--- src/rtl/mac_operand_feeder.sv ---
// rtl/mac_operand_feeder.sv - skewed A/B operand streamer for an N x N systolic MAC array
// Optional MAC_FEEDER_BT_EN: B writes address B^T so B can be loaded row-major like A.
module mac_operand_feeder #(
  parameter int N         = 4,
  parameter int DW        = 8,
  parameter int PASS_LAT  = 2,
  parameter int DRAIN_CYC = 2*(N-1)*PASS_LAT+2
) (
  input  logic                  clk,
  input  logic                  rst,
  input  logic                  wr_en,
  input  logic                  wr_sel,
  input  logic [$clog2(N)-1:0]  wr_row,
  input  logic [$clog2(N)-1:0]  wr_col,
  input  logic [DW-1:0]         wr_data,
  input  logic                  start,
  output logic                  busy,
  output logic                  done,
  output logic [N*DW-1:0]       a_out,
  output logic [N*DW-1:0]       b_out
);

  localparam int L    = N + (N-1)*PASS_LAT;
  localparam int CMAX = (L > DRAIN_CYC) ? L : DRAIN_CYC;
  localparam int CW   = $clog2(CMAX+1);
  localparam int IW   = $clog2(N);

  typedef enum logic [1:0] {S_IDLE, S_STREAM, S_DRAIN, S_DONE} state_t;

  state_t            state_q, state_d;
  logic [CW-1:0]     cnt_q, cnt_d;
  logic [DW-1:0]     a_q [N][N];
  logic [DW-1:0]     a_d [N][N];
  logic [DW-1:0]     b_q [N][N];
  logic [DW-1:0]     b_d [N][N];
  logic [N*DW-1:0]   a_out_q, a_out_d;
  logic [N*DW-1:0]   b_out_q, b_out_d;
  int                sv;

  assign busy  = (state_q != S_IDLE);
  assign done  = (state_q == S_DONE);
  assign a_out = a_out_q;
  assign b_out = b_out_q;

  always_comb begin
    state_d = state_q;
    cnt_d   = cnt_q;
    a_d     = a_q;
    b_d     = b_q;
    a_out_d = '0;
    b_out_d = '0;
    sv      = 0;
    case (state_q)
      S_IDLE: begin
        if (wr_en) begin
          if (!wr_sel) a_d[wr_row][wr_col] = wr_data;
`ifdef MAC_FEEDER_BT_EN
          else         b_d[wr_col][wr_row] = wr_data;
`else
          else         b_d[wr_row][wr_col] = wr_data;
`endif
        end
        if (start) begin
          state_d = S_STREAM;
          cnt_d   = '0;
        end
      end
      S_STREAM: begin
        if (cnt_q == CW'(L-1)) begin
          state_d = S_DRAIN;
          cnt_d   = '0;
        end else begin
          cnt_d = cnt_q + CW'(1);
        end
      end
      S_DRAIN: begin
        if (cnt_q == CW'(DRAIN_CYC-1)) begin
          state_d = S_DONE;
          cnt_d   = '0;
        end else begin
          cnt_d = cnt_q + CW'(1);
        end
      end
      S_DONE:  state_d = S_IDLE;
      default: state_d = S_IDLE;
    endcase

    // Output flops are loaded from the post-write view so a write coincident with start is streamed.
    if (state_d == S_STREAM) begin
      for (int i = 0; i < N; i++) begin
        sv = int'(cnt_d) - i*PASS_LAT;
        if (sv >= 0 && sv < N) begin
          a_out_d[i*DW +: DW] = a_d[i][sv[IW-1:0]];
          b_out_d[i*DW +: DW] = b_d[sv[IW-1:0]][i];
        end
      end
    end
  end

  always_ff @(posedge clk) begin
    if (rst) begin
      state_q <= S_IDLE;
      cnt_q   <= '0;
      a_out_q <= '0;
      b_out_q <= '0;
      for (int i = 0; i < N; i++) begin
        for (int j = 0; j < N; j++) begin
          a_q[i][j] <= '0;
          b_q[i][j] <= '0;
        end
      end
    end else begin
      state_q <= state_d;
      cnt_q   <= cnt_d;
      a_out_q <= a_out_d;
      b_out_q <= b_out_d;
      a_q     <= a_d;
      b_q     <= b_d;
    end
  end

endmodule
--- config.mk ---
export PLATFORM = sky130hd
export DESIGN_NAME = mac_operand_feeder
export DESIGN_NICKNAME = d
export VERILOG_FILES = /design/src/rtl/mac_operand_feeder.sv
export SDC_FILE = /design/constraint.sdc
export NUM_CORES = 1
export LEC_CHECK = 0
export BUFFER_PORTS_ARGS = -buffer_cell sky130_fd_sc_hd__buf_4
export CORE_UTILIZATION = 55
export CTS_CLUSTER_SIZE = 20
export DETAILED_ROUTE_END_ITERATION = 7
export GPL_ROUTABILITY_DRIVEN = 0
export PLACE_DENSITY_LB_ADDON = 0.25
export SYNTH_ARGS = -nofsm -noshare
export SYNTH_HDL_FRONTEND = slang
export SYNTH_SLANG_ARGS = --single-unit
--- constraint.sdc ---
create_clock -name clk -period 5.97 [get_ports clk]
set_input_delay 1.194 -clock clk [delete_from_list [all_inputs] [get_ports clk]]
set_output_delay 1.194 -clock clk [all_outputs]
set_load 0.02 [all_outputs]
==> results.md <==
- Fin nets: roughly 1700
- Worst hold path class: flip-flop to flip-flop
- H-tree levels: 2
- Post-route DRC: 0
- Global-route usage over all layers: approximately 30%
- # clock sinks: 326
- Finished Core Util: a little under two thirds
- Via density: between 6 and 7
- Synth cell count leaders: dfxtp_1 (326), nand2_1 (292), a21oi_1 (225)
- Post-DP HPWL: approximately 23 mm
- HP Start: a_q[55]$_SDFF_PP0_
- Final min period: between 4 and 5 ns
- Post-Route WL: 41.0 mm
- FILL cells: ~2200
- Min-Delay Path Depth: 2
- Clock Power Share: between 40 and 50%
- Hold Buf Count CTS: 0
- Via count: 13111
- Most numerous cell in the Yosys netlist: dfxtp_1
- Drt initial violations: between 1000 and 1500
- Post-synthesis net count: 1726
- Post-CTS Setup Bufs: 0
- Largest cells by area after synthesis: dfxtp_1 (46%), a21oi_1 (7.9%), nand2_1 (7.7%)
- Endpoint class of the critical path: flip-flop
- Initial Util: about 56%
- Area delta synth->final: 12.2%
- Hold Violations, Final: 0
- Setup Crit Path Kind: flip-flop to flip-flop
- Post-synth EDFFs: 0
- Mean Syn Cell Area: 8.38 sq um
- Total congestion overflow: 0
- Async S/R FF share, synth: 0%
- Synthesis-stage register bit count: ~330
- Count of final setup violators: 0
- Crit path from: state_q[1]$_SDFF_PP0_
- Slew margin rel.: a little under a quarter
- Clock buffer depth: 3
- FF-to-FF setup slack: between 1.5 and 2 ns
- Antenna Nets Post-Route: 0
- P_int: between 3 and 4 mW
- Worst-margin pin slew: roughly 1.1 ns
- Port-buffer cells: 82
- Worst-path fanout max: 22
- Sequential share of the synthesized area: 45.7%
- Hold Crit Endpoint: a_q[55]$_SDFF_PP0_
- Post-cts resize count: 0
- Area post-placement: ~15000 sq um
- Unrepaired setup endpoints after global routing: false
- TritonCTS Buffers: 35
- Switching share of total power: around a quarter
- Die width: roughly 160 um
- Cell Area, Synth: around 14000 sq um
- Setup TNS Final: 0 ns
- Max Cap Viol: 0
- Io pins: 83
- Synth warnings: 0
- Cell variety after synth: 60
- Worst r2r path cells: 8
- TritonCTS clock tree: done
- Yosys top cell by area: dfxtp_1
- Detailed Routing Iterations Pass 1: 6
- Core Region: 25300 sq um
- Die ar.: roughly 27000 sq um
- Yosys top cell area share: a little under half
- Max Freq: ~230 MHz
- Fin crit share: 71.7%
- Clk_skew: ~0.019 ns
- Primary FF master, synth: dfxtp_1
- CTS root buffer: clkbuf_16
- Setup ws final: 1.69 ns
- Final Max Tran Viols: 0
- Critical path arrival: around 4.8 ns
- Cells after synthesis: 1705
- Die height: approximately 160 um
- Startpoint Class: flip-flop
- Sequential Power Share: approximately 45%
- Routed len/inst: 20.2 um
- Finished layout cell area: 16000 sq um
- Pwr per Cell Area: 304 nW/um^2
- Worst reg2reg startpoint: state_q[1]$_SDFF_PP0_
- Placement Rows: 58
- Comb pwr share: slightly above 10%
- Clock transition at the registers of the reported paths: 0.06 ns
- Reg2Reg Capture Point: b_out[26]$_SDFF_PP0_
- Pin count of the biggest net entering global routing: 100
- P_sw: 1.23 mW
- Ant. Diodes: 0
- Share of cells above drive strength 1: 11.0%
- Pre-CTS setup slack: 1.73 ns
- Worst skew pair latency: 0.53 ns
- First-pass GRT wire length: between 60 and 70 mm
- Worst endpoint required time: between 6 and 7 ns
- Status: finished, final reports clean
- Initial antenna violation count: 0
- Leakage: approximately 5.7 nW
- Worst IR Drop VDD: ~0.00027 V
- Vias in the first global route: 11979
-- flip-flops by register name (all words and copies together), names as in the netlist --
register and cells:
cnt_q 4, b_out 32, a_out 32, state_q 2, b_q 128, a_q 128
-- per-stage QoR --
step	hold slack [ns]	total power, mW	cells
floorplan	0.431	2.60	1705
global placement	0.437	2.73	1970
detailed placement	0.442	2.74	1970
CTS	0.450	4.88	2034
global route	0.465	5.01	2034
finish	0.450	4.87	2034
-- placed cells by master (no fill, tap or decap), types with 17 or more instances in the layout --
master and n:
a21oi_1 225, nor3_1 43, and3_1 40, mux2i_1 51
a221oi_1 24, a22oi_1 17, a211o_1 18, a2111oi_0 40
o31ai_1 48, a211oi_1 32, a21boi_0 23, o32ai_1 32
buf_4 105, nor2_1 134, or4_1 50, nand2_1 291
nand3_1 27, dfxtp_1 326, clkbuf_16 35
-- power groups by stage --
stage	Sequential, mW	Clock (mW)	Combinational, mW
6_report	2.21	2.17	0.493
5_1_grt	2.21	2.27	0.530
4_1_cts	2.21	2.19	0.484
3_5_place_dp	2.26	0	0.482
3_3_place_gp	2.26	0	0.478
2_1_floorplan	2.26	0	0.337
-- final cells by class --
class,instances,area [sq um],share of cell area [%]
inverter,8,30.0,0.187
clock buffer,51,1030,6.39
sequential,326,6530,40.7
multi-input combinational,1199,7100,44.3
tap,330,413,2.57
timing repair buffer,107,820,5.11
clock inverter,13,126,0.788
-- metal layers --
metal | part of all wire [%] | vias up | track usage (%)
met4 | 3.1 | 0 | 11.9
met2 | 45 | 550 | 47.4
met1 | 44 | 6300 | 42.4
li1 | - | 6172 | -
met5 | 0 | - | 0
met3 | 7.7 | 89 | 4.80
-- critical path: stages, from the launching register on --
cell       delay, ns
dfxtp_1         0.74
nor2b_1         0.54
a22oi_1         0.18
o2bb2ai_2       0.75
buf_4           0.43
ha_1            0.33
nor3b_1         0.19
nand4_1         0.58
o2bb2a_1        0.50
-- how the worst max path moves through the flow --
stage	endpoint	slack, ns	depth (start not counted)
global route	b_out[28]$_SDFF_PP0_	1.35	8
finish	b_out[26]$_SDFF_PP0_	1.69	8
global placement	a_out[26]$_SDFF_PP0_	1.72	9
CTS	b_out[28]$_SDFF_PP0_	1.77	8
detailed placement	b_out[28]$_SDFF_PP0_	1.73	9
floorplan	a_out[24]$_SDFF_PP0_	2.42	9
-- cell families (layout without fill, tap and decap cells) --
| kind of cell | count (synthesis) | count (layout) | share of synthesized area, % |
|---|---|---|---|
| flops | 326 | 326 | 45.7 |
| compound gates | 506 | 506 | 24.3 |
| fa+ha+maj | 4 | 4 | 0.350 |
| xor+xnor | 1 | 1 | 0.0613 |
| simple gates | 637 | 637 | 21.1 |
| mux | 51 | 51 | 3.57 |
| buf+inv | 180 | 179 | 4.95 |
Power figures use the tool's default switching activity.
